**config.mk**
```make
export PLATFORM = sky130hd
export DESIGN_NAME = arb_mux_rr
export DESIGN_NICKNAME = d
export VERILOG_FILES = /design/src/rtl/arb_pkg.sv /design/src/rtl/rr_arbiter.sv /design/src/rtl/arb_mux_rr.sv
export SDC_FILE = /design/constraint.sdc
export NUM_CORES = 1
export LEC_CHECK = 0
export CORE_MARGIN = 2
export CORE_UTILIZATION = 49
export CTS_BUF_LIST = sky130_fd_sc_hd__clkbuf_8 sky130_fd_sc_hd__clkbuf_16
export DETAILED_ROUTE_END_ITERATION = 6
export PLACE_DENSITY_LB_ADDON = 0.25
export SKIP_LAST_GASP = 1
export SLEW_MARGIN = 20
export SYNTH_ARGS = -nofsm -noshare
export SYNTH_HDL_FRONTEND = slang
export SYNTH_SLANG_ARGS = --single-unit
```
**constraint.sdc**
```tcl
create_clock -name clk_i -period 9.5 [get_ports clk_i]
set_clock_uncertainty 0.05 [all_clocks]
set_input_delay 2.85 -clock clk_i [delete_from_list [all_inputs] [get_ports clk_i]]
set_output_delay 2.85 -clock clk_i [all_outputs]
set_load 0.03 [all_outputs]
```
**src/rtl/arb_pkg.sv**
```systemverilog
`default_nettype none
// ============================================================================
// Module      : arb_pkg
// Description : Shared types for the arbitrating multiplexer family.
// Revision    : 1.0 - initial release
// ============================================================================
package arb_pkg;

  // Arbitration policy selector
  typedef enum logic {
    ARB_FIXED = 1'b0,  // lowest requesting index always wins
    ARB_RR    = 1'b1   // rotating priority starting after the last winner
  } arb_mode_e;

  // Width of a channel index; a single channel still gets a 1-bit index
  function automatic int ch_width(input int n);
    return (n > 1) ? $clog2(n) : 1;
  endfunction

endpackage
`default_nettype wire

```
**src/rtl/rr_arbiter.sv**
```systemverilog
`default_nettype none
// ============================================================================
// Module      : rr_arbiter
// Description : Combinational grant selection over NUM_CH requests with a
//               registered round-robin pointer. In fixed mode the search
//               always starts at index 0 and the pointer is ignored.
// Revision    : 1.0 - initial release
// ============================================================================
module rr_arbiter
  import arb_pkg::*;
#(
  parameter int        NUM_CH = 4,
  parameter arb_mode_e MODE   = ARB_RR,
  parameter int        CH_W   = ch_width(NUM_CH)
) (
  input  logic              clk_i,
  input  logic              reset_i,
  input  logic [NUM_CH-1:0] req,
  input  logic              advance,
  output logic [NUM_CH-1:0] grant,
  output logic [CH_W-1:0]   grant_idx
);

  logic [CH_W-1:0] ptr_q;
  logic [CH_W-1:0] start;
  logic            found;
  int              idx;

  // Search the requests from the start index, wrapping once around
  always_comb begin
    grant     = '0;
    grant_idx = '0;
    found     = 1'b0;
    idx       = 0;
    start     = (MODE == ARB_RR) ? ptr_q : '0;
    for (int i = 0; i < NUM_CH; i++) begin
      idx = int'(start) + i;
      if (idx >= NUM_CH) begin
        idx = idx - NUM_CH;
      end
      if (!found && req[idx]) begin
        found      = 1'b1;
        grant[idx] = 1'b1;
        grant_idx  = CH_W'(idx);
      end
    end
  end

  // Pointer moves to the channel after the winner, only when a beat loads
  always_ff @(posedge clk_i) begin
    if (reset_i) begin
      ptr_q <= '0;
    end else if (advance) begin
      ptr_q <= (grant_idx == CH_W'(NUM_CH - 1)) ? '0 : grant_idx + CH_W'(1);
    end
  end

endmodule
`default_nettype wire

```
**src/rtl/arb_mux_rr.sv**
```systemverilog
`default_nettype none
// ============================================================================
// Module      : arb_mux_rr
// Description : N-channel arbitrating multiplexer with valid/ready handshakes
//               and a single registered output stage. A new beat may load in
//               the same cycle the held beat drains, giving full throughput.
// Revision    : 1.0 - initial release
// ============================================================================
module arb_mux_rr
  import arb_pkg::*;
#(
  parameter int        NUM_CH = 4,
  parameter int        DATA_W = 8,
  parameter arb_mode_e MODE   = ARB_RR,
  parameter int        CH_W   = (NUM_CH > 1 ? $clog2(NUM_CH) : 1)
) (
  input  logic                     clk_i,
  input  logic                     reset_i,
  input  logic [NUM_CH-1:0]        in_valid_i,
  input  logic [NUM_CH*DATA_W-1:0] in_data_i,
  output logic [NUM_CH-1:0]        in_ready_o,
  output logic                     out_valid_o,
  output logic [DATA_W-1:0]        out_data_o,
  output logic [CH_W-1:0]          out_ch_o,
  input  logic                     out_ready_i
);

  logic              load;
  logic [NUM_CH-1:0] grant;
  logic [CH_W-1:0]   grant_idx;
  logic [DATA_W-1:0] sel_data;

  // Load when someone requests and the output slot is empty or draining;
  // reset blocks acceptance so no beat is lost while the register clears
  always_comb begin
    load       = (|in_valid_i) && (!out_valid_o || out_ready_i) && !reset_i;
    in_ready_o = load ? grant : '0;
  end

  rr_arbiter #(
    .NUM_CH (NUM_CH),
    .MODE   (MODE),
    .CH_W   (CH_W)
  ) u_arb (
    .clk_i     (clk_i),
    .reset_i   (reset_i),
    .req       (in_valid_i),
    .advance   (load),
    .grant     (grant),
    .grant_idx (grant_idx)
  );

  // AND-OR payload mux driven by the one-hot grant
  always_comb begin
    sel_data = '0;
    for (int k = 0; k < NUM_CH; k++) begin
      if (grant[k]) begin
        sel_data = sel_data | in_data_i[k*DATA_W +: DATA_W];
      end
    end
  end

  // Output register: load replaces, drain without load empties, else hold
  always_ff @(posedge clk_i) begin
    if (reset_i) begin
      out_valid_o <= 1'b0;
      out_data_o  <= '0;
      out_ch_o    <= '0;
    end else if (load) begin
      out_valid_o <= 1'b1;
      out_data_o  <= sel_data;
      out_ch_o    <= grant_idx;
    end else if (out_ready_i) begin
      out_valid_o <= 1'b0;
    end
  end

endmodule
`default_nettype wire

```
==> results.tsv, run 1 <==
metric	value	unit
outcome	complete, no violations	
p_leak	0.675	nW
cts.sinks	13	
tritoncts	yes	
cap_viol_max_count	0	
n_fill_cell	263	
final-setup-viol-count	0	
die_h	59.6	microns
avgSynthCellArea	8.09	sq um
cts-root-buf	clkbuf_8	
syn-cell-area	0.00151	sq mm
post_cts_resized	0	
gp_congestion	0.834	
whs	0.418	ns
h-tree-depth	1	
grt_pass1_wl	7910	microns
crit_arrival	5.73	ns
max-vdd-ir-drop	0.155	mV
drive_above_1_share	8.81	%
fin_nets	271	
reg2reg_slack	6.35	ns
rows	20	
overflow	0	
drt_iter0_markers	231	
syn2layout_area_growth	35.3	%
dr.pass1.iters	6	
yosysWarnings	0	
reg2regPathDepth	7	
dieArea	0.00355	sq mm
grt_use_total	28.5	%
cp-start-kind	input pin	
cts_made_buffers	3	
hp-class	reg -> reg	
dpl.hpwl	3370	microns
worst-path-max-fanout	10	
ios	54	
post_drt_wl_per_cell	18.8	microns
dp.cells	256	
finalSetupTns	0	ns
drc	0	
synthesis.nets	230	
grt_pass1_vias	1717	
syn_inst	187	
critical_path_class	in -> out	
required	6.60	ns
grt_start_max_net_pins	21	
dpl_cell_area	0.00200	sq mm
worst_pin_slew	0.801	ns
fin_util	68.2	%
ant_nets	0	
ys_types	37	
core-area	0.00300	sq mm
insertion_delay	0.25	ns
layout_setup_ws	0.865	ns
finalWirelength	4900	microns
synth_flop_cell	dfxtp_1	
hold_viol_final	0	
final_area	0.00205	sq mm
antenna_cells	0	
synth_edf_count	0	
fin_cells	260	
r2r-end	out_data_o[4]	
async_flop_share	0	%
fmax	0.116	GHz
layout_min_cycle_time	8.63	ns
worstHoldEndpoint	out_ch_o[1]	
start_util	50.4	%
rsz0062_at_grt	no	
clkSlewWorstSetupHoldPaths	0.05	ns
slew_viol_final	0	
dp_slack	0.904	ns
yosys_register_bits	13	
p_per_area	237	mW/mm^2
vias_per_cell	7.01	
hp-start	out_ch_o[1]	
hold_buffers	0	
worstSetupEndpointType	primary output	
relSlewSlack	46.6	%
antenna_found_initial	0	
io_buffers	53	
post_cts_buffers	0	
die-width	59.6	microns
clockBufferDepth	2	
finalPower	0.486	mW
finalCritPeriodShare	90.9	%
whs_path_depth	2	
ys_seq_area_share	17.2	%
vias	1822	
## metal layers
layer	vias up	track usage (%)	share of wire [%]
met5	-	0	0
met4	0	10.5	1.4
met3	9	5.24	9.0
met2	106	46.8	49
met1	857	37.2	41
li1	850	-	-
## cell usage in the layout, fill, tap and decap left out, types with 2 or more instances in the layout
master	synthesis	routed
clkdlybuf4s50_1	0	53
nand2b_1	2	2
nand2_1	14	14
a221oi_1	25	25
nor2_2	4	4
clkbuf_8	0	3
nor2_1	9	9
ha_1	4	4
buf_4	2	2
xnor2_1	2	2
a22o_1	16	16
dfxtp_1	13	13
nor3_1	3	2
o21ai_0	6	6
nand3b_1	3	3
o221ai_1	8	8
a21oi_1	23	23
a22oi_2	3	3
nor2b_1	4	4
a22oi_1	9	9
mux4_2	4	4
inv_1	3	4
## where the power goes
group          total, mW  internal [mW]  switching [mW]  leakage [nW]
clock network     0.0515         0.0287          0.0228        0.0269
logic              0.348          0.152           0.196         0.539
registers         0.0866         0.0696          0.0170         0.109
total              0.486          0.250           0.236         0.675
## cells in the mapped netlist (2+ instances only)
master	instances	area share (%)
xnor2_1	2	1.2
clkbuf_1	12	3.0
nor2_2	4	1.7
nand3b_1	3	1.5
nor2b_1	4	1.7
a22oi_2	3	2.5
a221oi_1	25	14
dfxtp_1	13	17
buf_6	3	2.2
inv_1	3	0.74
o21ai_0	6	2.0
a21oi_1	23	7.6
nand2b_1	2	0.83
nand2_1	14	3.5
mux4_2	4	6.0
a22o_1	16	9.3
ha_1	4	3.3
nor3_1	3	0.99
nor2_1	9	2.2
o221ai_1	8	4.6
a22oi_1	9	4.5
buf_4	2	0.99
## how the worst max path moves through the flow
stage                       start       endpoint  slack (ns)  cells past startpoint
floorplan           in_valid_i[3]  in_ready_o[0]        1.91                      8
global placement    in_valid_i[2]  in_ready_o[0]        1.01                      7
detailed placement  in_valid_i[2]  in_ready_o[0]        0.90                      7
CTS                 in_valid_i[2]  in_ready_o[0]        0.90                      7
global route        in_valid_i[3]  in_ready_o[0]        0.70                      7
finish              in_valid_i[2]  in_ready_o[0]        0.87                      7
## kinds of logic (layout without fill, tap and decap cells)
family / after synthesis / after routing / share of synthesized area [%]
flip-flops: 13 / 13 / 17.2
multiplexers: 4 / 4 / 5.96
AO/OA/AOI/OAI: 96 / 96 / 49.6
XOR/XNOR: 2 / 2 / 1.16
buffers and inverters: 23 / 63 / 7.77
adder cells (fa/ha/maj): 4 / 4 / 3.31
AND/OR/NAND/NOR: 45 / 45 / 15.0
## registers in the layout (all words and copies together), names as in the netlist, named ones only
name and flops:
out_data_o 8, out_ch_o 2, out_valid_o 1, u_arb.ptr_q 1
## worst max-delay path: stages
cell and delay (ns):
clkdlybuf4s50_1 0.55, mux4_2 0.63, or2_1 0.36, nor2_2 0.40, a221oi_1 0.10, nor2_1 0.14
clkdlybuf4s50_1 0.69
## cell type report
cell class	instances	area (sq um)	share of cell area [%]
Clock buffer	3	41.3	2.02
Clock inverter	1	3.75	0.183
Inverter	4	15.0	0.733
Multi-Input combinational cell	151	1140	55.7
Sequential cell	13	260	12.7
Tap cell	33	41.3	2.02
Timing Repair Buffer	55	546	26.7
No activity file was read; power rests on OpenSTA's default activity.
==> inputs of run 2 (changes only) <==
--- a/config.mk
+++ b/config.mk
@@ -5,6 +5,7 @@
 export SDC_FILE = /design/constraint.sdc
 export NUM_CORES = 1
 export LEC_CHECK = 0
+export CORE_ASPECT_RATIO = 1.4
 export CORE_MARGIN = 2
 export CORE_UTILIZATION = 49
 export CTS_BUF_LIST = sky130_fd_sc_hd__clkbuf_8 sky130_fd_sc_hd__clkbuf_16
==> results.tsv, run 2 (synthesis gave the netlist of run 1 again) <==
metric	value	unit
outcome	complete, no violations	
cts_made_buffers	3	
finalSetupTns	0	ns
antenna_found_initial	0	
clockBufferDepth	2	
whs_path_depth	2	
grt_pass1_wl	8320	microns
drive_above_1_share	8.81	%
drt_iter0_markers	122	
reg2reg_slack	6.31	ns
hold_buffers	0	
crit_arrival	5.69	ns
clock_power_share	10.2	%
core-area	0.00291	sq mm
p_leak	0.675	nW
cap_viol_max_count	0	
fin_nets	271	
final-setup-viol-count	0	
power_switching	0.237	mW
worstSetupEndpointType	primary output	
slowest_stage	clkdlybuf4s50_1	
p_per_area	237	mW/mm^2
cts-root-buf	clkbuf_8	
crit_family	buffers and inverters	
io_buffers	53	
dr.pass1.iters	4	
max-vdd-ir-drop	0.206	mV
rsz0062_at_grt	no	
vias_per_cell	6.97	
clkSlewWorstSetupHoldPaths	0.05	ns
fmax	0.116	GHz
worst-path-max-fanout	10	
hp-class	reg -> reg	
crit_top_cell	clkdlybuf4s50_1	
grt_start_max_net_pins	21	
internal-power	0.250	mW
slowest_delay	0.67	ns
fin_util	70.6	%
switching_share	48.6	%
slew_viol_final	0	
start_util	52.0	%
p_seq_share	17.8	%
grt_use_total	29.1	%
rows	23	
cp-start-kind	input pin	
grt_pass1_vias	1818	
cts.sinks	13	
antenna_cells	0	
layout_min_cycle_time	8.59	ns
critical_path_class	in -> out	
tritoncts	yes	
dpl.hpwl	3610	microns
ant_nets	0	
vias	1839	
comb_power_share	72.0	%
post_drt_wl_per_cell	19.3	microns
largest_register_ff_count	8	
finalWirelength	5110	microns
required	6.60	ns
insertion_delay	0.24	ns
die-width	51.0	microns
h-tree-depth	1	
drc	0	
worst_pin_slew	0.804	ns
die_h	69.7	microns
syn2layout_area_growth	35.6	%
regMostFlops	out_data_o	
relSlewSlack	46.4	%
path_cells	clkdlybuf4s50_1, mux4_2, or2_1, nor2_2, a221oi_1, nor2_1, clkdlybuf4s50_1	
ios	54	
worstPathBufferInverterCount	2	
dp.cells	260	
worstHoldEndpoint	out_ch_o[1]	
hold_viol_final	0	
post_cts_buffers	0	
hp-start	out_ch_o[1]	
r2r-end	out_data_o[1]	
gp_congestion	0.836	
fin_cells	264	
final_cell_mix	clkdlybuf4s50_1, a221oi_1, a21oi_1	
overflow	0	
finalCritPeriodShare	90.4	%
dieArea	0.00355	sq mm
reg2regPathDepth	7	
post_cts_resized	0	
biggestRegsByFlops	out_data_o x8, out_ch_o x2	
final_common_cell	clkdlybuf4s50_1	
[run 2: per-stage QoR]
| step | instance area, sq um | setup WS (ns) | power, mW | hold slack, ns |
|---|---|---|---|---|
| floorplan | 1510 | 1.91 | 0.345 | 0.533 |
| global placement | 2010 | 1.00 | 0.418 | 0.404 |
| detailed placement | 2010 | 0.933 | 0.433 | 0.411 |
| CTS | 2050 | 0.937 | 0.482 | 0.418 |
| global route | 2050 | 0.764 | 0.519 | 0.439 |
| finish | 2050 | 0.914 | 0.487 | 0.415 |
[run 2: how the worst max path moves through the flow]
stage                  startpoint       endpoint  depth (start not counted)  slack (ns)
global route        in_valid_i[2]  in_ready_o[0]                          7        0.76
CTS                 in_valid_i[2]  in_ready_o[0]                          7        0.94
global placement    in_valid_i[2]  in_ready_o[0]                          7        1.00
floorplan           in_valid_i[3]  in_ready_o[0]                          8        1.91
detailed placement  in_valid_i[2]  in_ready_o[0]                          7        0.93
finish              in_valid_i[2]  in_ready_o[0]                          7        0.91
[run 2: power groups by stage]
stage	sequential, mW	clock, mW	combinational (mW)
4_1_cts	0.0861	0.0504	0.346
5_1_grt	0.0887	0.0527	0.378
2_1_floorplan	0.103	0	0.242
3_3_place_gp	0.0859	0	0.332
3_5_place_dp	0.0874	0	0.345
6_report	0.0869	0.0497	0.351
[run 2: area by class of cell]
type / instances / area [sq um]
Fill cell: 240 / 855
Timing Repair Buffer: 55 / 546
Sequential cell: 13 / 260
Multi-Input combinational cell: 151 / 1140
Clock buffer: 3 / 41.3
Tap cell: 37 / 46.3
Inverter: 4 / 15.0
Clock inverter: 1 / 3.75
[run 2: worst reg2reg max path, stage by stage (launching register included)]
cell      delay (ns)
dfxtp_1         0.67
inv_1           0.19
ha_1            0.45
mux4_2          0.63
or2_1           0.36
nor2_2          0.41
a221oi_1        0.18
a21oi_1         0.18
[run 2: metal layers]
| layer | routed length, microns | up-vias | global-route usage [%] |
|---|---|---|---|
| met5 | 0 | - | 0 |
| met4 | 85 | 0 | 10.2 |
| met3 | 324 | 13 | 4.09 |
| met2 | 2740 | 96 | 51.5 |
| met1 | 1960 | 885 | 34.5 |
| li1 | - | 845 | - |
